`config.mk`:
```
export PLATFORM = sky130hd
export DESIGN_NAME = weight_fetch_sequencer
export DESIGN_NICKNAME = d
export VERILOG_FILES = /design/src/rtl/weight_fetch_sequencer.sv
export SDC_FILE = /design/constraint.sdc
export NUM_CORES = 1
export LEC_CHECK = 0
export BUFFER_PORTS_ARGS = -buffer_cell sky130_fd_sc_hd__buf_4
export CAP_MARGIN = 25
export CORE_ASPECT_RATIO = 2
export CORE_UTILIZATION = 26
export DETAILED_ROUTE_END_ITERATION = 10
export HOLD_SLACK_MARGIN = 0.15
export RECOVER_POWER = 100
export SLEW_MARGIN = 30
export SYNTH_ARGS = -nofsm -noshare
export SYNTH_HDL_FRONTEND = slang
export SYNTH_SLANG_ARGS = --single-unit
```
`constraint.sdc`:
```
create_clock -name clk -period 2.1 [get_ports clk]
set_clock_uncertainty 0.05 [all_clocks]
set_input_delay 0.105 -clock clk [delete_from_list [all_inputs] [get_ports clk]]
set_output_delay 0.105 -clock clk [all_outputs]
set_load 0.05 [all_outputs]
```
`src/rtl/weight_fetch_sequencer.sv`:
```
// weight_fetch_sequencer: walks a contiguous weight-ROM range and streams each weight out on valid/ready.
module weight_fetch_sequencer #(
   parameter int ADDR_WIDTH = 8,
   parameter int DATA_WIDTH = 8
) (
   input  logic                  clk,
   input  logic                  reset,
   input  logic                  start,
   input  logic [ADDR_WIDTH-1:0] base_addr,
   input  logic [ADDR_WIDTH-1:0] count,
   output logic                  busy,
   output logic                  done,
   output logic [ADDR_WIDTH-1:0] rom_address,
   output logic                  rom_enable,
   input  logic [DATA_WIDTH-1:0] rom_data,
   output logic [DATA_WIDTH-1:0] w_data,
   output logic                  w_valid,
   output logic                  w_last,
   input  logic                  w_ready
);
   localparam logic [1:0] IDLE = 2'd0, FETCH = 2'd1, HOLD = 2'd2, FIN = 2'd3;
   logic [1:0]            state;
   logic [ADDR_WIDTH-1:0] remaining;
   assign busy       = state != IDLE;
   assign done       = state == FIN;
   assign rom_enable = state == FETCH;
   always_ff @(posedge clk) begin
      if (reset) begin
         state       <= IDLE;
         remaining   <= '0;
         rom_address <= '0;
         w_data      <= '0;
         w_valid     <= 1'b0;
         w_last      <= 1'b0;
      end else begin
         case (state)
            IDLE: if (start) begin
               if (count != '0) begin
                  rom_address <= base_addr;
                  remaining   <= count;
                  state       <= FETCH;
               end else
                  state <= FIN;
            end
            // rom_data is only trusted here, while the ROM is enabled
            FETCH: begin
               w_data  <= rom_data;
               w_valid <= 1'b1;
               w_last  <= remaining == ADDR_WIDTH'(1);
               state   <= HOLD;
            end
            HOLD: if (w_ready) begin
               w_valid   <= 1'b0;
               w_last    <= 1'b0;
               remaining <= remaining - 1'b1;
               if (w_last)
                  state <= FIN;
               else begin
                  rom_address <= rom_address + 1'b1;
                  state       <= FETCH;
               end
            end
            FIN: state <= IDLE;
         endcase
      end
   end
endmodule

```
# After elaboration in Yosys (flattened, before gate mapping)
# Index checks and enable logic that the tools add are counted.
[word_totals]
regBits = 28
latchBits = 0
ram_bits = 0
rom_bits = 0
inputBits = 28
out_inout_bits = 21
elab_cells = 42
mem_count = 0
[classes]
add_sub_neg = 2
mul = 0
div_mod_pow = 0
n_lt_le_gt_ge = 0
n_eq_ne = 8
n_shift = 0
muxes = 17
n_bitwise = 0
reduce_logical = 9
[op_table]
columns = ["op", "n"]
rows = [
  ["$mux 8", 7],
  ["$pmux 8 s2", 2],
  ["$add 8x1->8 const B", 1],
  ["$eq 8x1->1 const B", 1],
  ["$mux 2", 4],
  ["$ne 2x2->1 const B", 4],
  ["$pmux 2 s4", 1],
  ["$reduce_bool 8->1", 1],
  ["$sub 8x1->8 const B", 1],
  ["$reduce_bool 2->1", 3],
  ["$reduce_and 5->1", 1],
  ["$eq 2x2->1 const B", 2],
  ["$pmux 1 s2", 2],
  ["$reduce_and 2->1", 2],
  ["$reduce_and 4->1", 1],
  ["$eq 2x1->1 const B", 1],
  ["$logic_not 2->1", 1],
  ["$mux 1", 1],
]

# Depth between registers and ports, before layout
[logic_depth]
word_depth = 4
ltp_mapped = 6

# Worst setup path after synthesis
# No wires, ideal clock.
[synth_path]
kind = "register -> register"
startpoint = "register rom_address[2]"
endpoint = "register rom_address[5]"
arrival_ns = 1.817
required_ns = 1.980
path_slack_ns = 0.163
stages_incl_launch_ff = 5
period_less_slack_ns = 1.937
path_cell_list = "dfxtp_1 and3_4 or4b_1 a211o_1 a21oi_1"
[synth_between]
elab_chain_cells = 4
[synth_lines]
columns = ["element", "line_no", "rtl"]
rows = [
  ["start: declaration", "13", "output logic [ADDR_WIDTH-1:0] rom_address,"],
  ["start signal: assignment", "39", "rom_address <= base_addr;"],
  ["start signal: assignment", "59", "rom_address <= rom_address + 1'b1;"],
  ["$add 8x1->8", "59", ""],
  ["$mux 8", "56", "if (w_last)"],
  ["$mux 8", "52", "HOLD: if (w_ready) begin"],
  ["$pmux 8 s2", "36", "case (state)"],
]
# No other way between the ends. The select of a mux whose other input is x is not followed.
# A chain may end at the register's enable or synchronous reset.

# Worst setup path after layout
[layout_path]
startpoint = "register state[1]"
endpoint = "register remaining[1]"
[layout_between]
elab_chain_cells = 3
word_cells_on_any_way = 8
classes_between = "eq/ne: 4; mux: 1; reduce/logical: 3"
[layout_lines]
columns = ["element", "line_no", "rtl"]
rows = [
  ["start: declaration", "22", "logic [1:0] state;"],
  ["start signal: assignment", "29", "state <= IDLE;"],
  ["start signal: assignment", "41", "state <= FETCH;"],
  ["start signal: assignment", "43", "state <= FIN;"],
  ["$eq 2x2->1 / $logic_not 2->1 (equally long branches)", "36", ""],
  ["$ne 2x2->1 (no line) / $reduce_bool 2->1 (equally long branches)", "--", ""],
  ["$reduce_and 4->1 (no line)", "--", ""],
  ["end signal: assignment", "40", "remaining <= count;"],
  ["end signal: assignment", "55", "remaining <= remaining - 1'b1;"],
  ["end: declaration", "23", "logic [ADDR_WIDTH-1:0] remaining;"],
]
# Several ways; a longest one is shown, not always the timed one.

==> summary.md <==
| Metric | Value |
|---|---|
| Worst Tran Pin Value | 0.612 ns |
| Initial antenna violation count | 0 |
| Unique masters post-synth | 45 |
| Worst min path class | primary input to flop |
| Status | finished, final reports clean |
| Final setup violating endpoints | 0 |
| Detail Placement HPWL | 3.47 mm |
| Total Wirelength | 4.84 mm |
| Worst skew pair latency | 0.27 ns |
| Hold Violations, Final | 0 |
| Sequential share of power | 0.383 |
| Largest net degree at the start of global routing | 32 |
| Top cell type by total area after synthesis | dfxtp_1 |
| Synth top area cells | dfxtp_1, a21oi_1, nand2_1 |
| Share of layout cells above drive strength 1 | 0.159 |
| Crit end category | flop |
| H-tree levels | 1 |
| Psw | 515 uW |
| Gr usage total | 0.169 |
| Final Power | 1620 uW |
| Port-buffer cells | 48 |
| # Max-Cap Violations | 0 |
| Max incr delay on CP | 0.52 ns |
| Storage element area | 561 um^2 |
| Reg2reg end | remaining[1] |
| Fmax | 0.561 GHz |
| Area Growth Syn to Fin | 42.9% |
| DRC violations left | 0 |
| Dominant synthesized flop cell | dfxtp_1 |
| Root Buffer | clkbuf_16 |
| # IOs | 49 |
| Std-Cell Core Area | 0.00566 mm^2 |
| Layout Nets | 290 |
| Share of the synthesized area in the top cell type | 0.370 |
| Hold path startpoint | count[0] |
| Die Ht | 110 um |
| Sink Count | 28 |
| Unrepaired setup endpoints after global routing | false |
| Leakage power | 0.000837 uW |
| Critical Path RT | 2.20 ns |
| Multi-input gate area | 877 um^2 |
| Filler Cell Count | 608 |
| CP max FO | 10 |
| Critical path cell sequence | mux2i_1 -> or2_1 -> a2111oi_0 -> a211oi_1 |
| Tcrit/Tclk final | 0.849 |
| Hold Path Sink | remaining[0] |
| Commonest non-fill, non-tap cell in the layout | buf_4 |
| N_diodes | 0 |
| Placer Congestion | 0.870 |
| Initial DRC Count | 32 |
| Cell Pwr Density | 747 mW/mm^2 |
| Reg2Reg Setup Slack | 0.32 ns |
| Routed len/inst | 15.2 um |
| Post-synth EDFFs | 0 |
| Clock Power Share | 0.360 |
| Horiz. Die Dim | 56.0 um |
| CTS tree | yes |
| FF-to-FF Start | state[1] |
| Postcts setup bufs | 0 |
| Synth Register Bits | 28 |
| Synth warn | 0 |
| Syn_area_per_cell | 7.89 um^2 |
| Bufs on Longest Clock Path | 2 |
| Num CTS Buffers | 3 |
| Total number of vias | 1710 |
| Syn_nets | 223 |
| Internal Power | 1100 uW |
| Startpoint class of the critical path | flop |
| GRT overflow | 0 |
| Number of global-route vias before repair | 1764 |
| Cell count after synthesis | 192 |
| Crit-path slowest cell | dfxtp_1 |
| Max IR drop VDD | 0.000555 V |
| Row count | 39 |
| Worst hold stages | 3 |
| First-pass iteration count of the detailed router | 4 |
| Period minus WS final | 1.78 ns |
| CP Class | flop to flop |
| Initial Utilization | 0.268 |
| CP Data Arrival Time | 1.88 ns |
| Switching share of power | 0.318 |
| Worst Reg2Reg Path Length in Cells | 4 |
| First-pass GRT wire length | 8.14 mm |
| Detail Route Antenna Nets | 0 |
| Most frequent cells in the layout | buf_4, nand2_1, dfxtp_1 |
| Rel. slew slack | 0.594 |
| Combinational share of power | 0.257 |
| CTS clk-pin slew, worst paths | 0.07 ns |
| Sequential cell area fraction in the yosys report | 0.370 |
| Syn Std Cell Area | 0.00152 mm^2 |
| Async S/R FF share, synth | 0 |
| Setup TNS | 0 ns |
| Full die area | 0.00616 mm^2 |
| DR vias/cell | 5.36 |
| Max Slew Vio Count | 0 |
final cells by class:
class / instances / share of cell area
sequential: 28 / 0.259
multi-input combinational: 146 / 0.405
tap: 61 / 0.0352
clock inverter: 1 / 0.0139
timing repair buffer: 74 / 0.242
clock buffer: 3 / 0.0347
inverter: 6 / 0.0104
worst max path at each step:
| stage | from | end | slack, ns |
|---|---|---|---|
| after floorplan | rom_address[2] | rom_address[5] | 0.16 |
| after global placement | state[1] | remaining[1] | 0.33 |
| after detailed placement | state[1] | rom_address[0] | 0.31 |
| after CTS | count[3] | rom_address[0] | 0.13 |
| after global routing | count[3] | rom_address[0] | 0.09 |
| final | state[1] | remaining[1] | 0.32 |
registers in the layout, indices dropped and copies added, names as in the netlist:
name         flops
w_data           8
w_valid          1
state            2
rom_address      8
remaining        8
w_last           1
worst max-delay path: cells and delay by family, from the launching register on:
| kind | cells | cell delay (ns) |
|---|---|---|
| AO/OA/AOI/OAI | 2 | 0.52 |
| flip-flops | 1 | 0.52 |
| AND/OR/NAND/NOR | 1 | 0.36 |
| multiplexers | 1 | 0.21 |
routing by layer:
layer / vias up / GRT usage / share of wire
li1: 850 / - / -
met4: 0 / 0.105 / 0.032
met5: - / 0 / 0
met3: 11 / 0.0294 / 0.041
met1: 800 / 0.170 / 0.39
met2: 49 / 0.316 / 0.54
power by group through the flow:
| stage | sequential (uW) | clock, uW | combinational, uW |
|---|---|---|---|
| 6_report | 619 | 582 | 416 |
| 3_3_place_gp | 631 | 0 | 415 |
| 5_1_grt | 627 | 614 | 456 |
| 4_1_cts | 620 | 595 | 445 |
| 2_1_floorplan | 709 | 0 | 185 |
| 3_5_place_dp | 632 | 0 | 414 |
timing repair:
action | CTS | global route
endpoints found under the setup margin | 0 | 6
gates resized for setup | 0 | 1
hold buffers | 20 | 0
endpoints found under the hold margin | 21 | 0
cells in the mapped netlist, drive strengths merged (2+ instances only):
library cell / n
a2111oi: 2
a211o: 2
a211oi: 5
a21oi: 22
a311oi: 2
a31oi: 5
and3: 2
and4: 2
buf: 5
clkbuf: 7
dfxtp: 28
ha: 3
inv: 5
nand2: 29
nand2b: 4
nand3: 3
nand4: 2
nor2: 19
nor3: 2
nor3b: 4
nor4: 2
o21ai: 4
o311ai: 8
o31ai: 9
per-stage QoR:
| step | hold slack, ns | instances | setup WS, ns | utilization | instance area, um^2 |
|---|---|---|---|---|---|
| after floorplan | 0.191 | 192 | 0.163 | - | 1520 |
| after global placement | 0.303 | 295 | 0.332 | 0.343 | 1940 |
| after detailed placement | 0.312 | 295 | 0.313 | 0.343 | 1940 |
| after CTS | 0.151 | 319 | 0.130 | 0.397 | 2250 |
| after global routing | 0.173 | 319 | 0.0927 | 0.383 | 2170 |
| final | 0.152 | 319 | 0.318 | 0.383 | 2170 |
logic make-up (layout without fill, tap and decap cells):
family,count (synthesis),after routing,share of synthesized area
fa+ha+maj,3,3,0.0248
compound gates,65,65,0.292
buf+inv,18,84,0.0520
flops,28,28,0.370
simple gates,77,77,0.254
mux,1,1,0.00661
No activity file was read; power rests on OpenSTA's default activity.
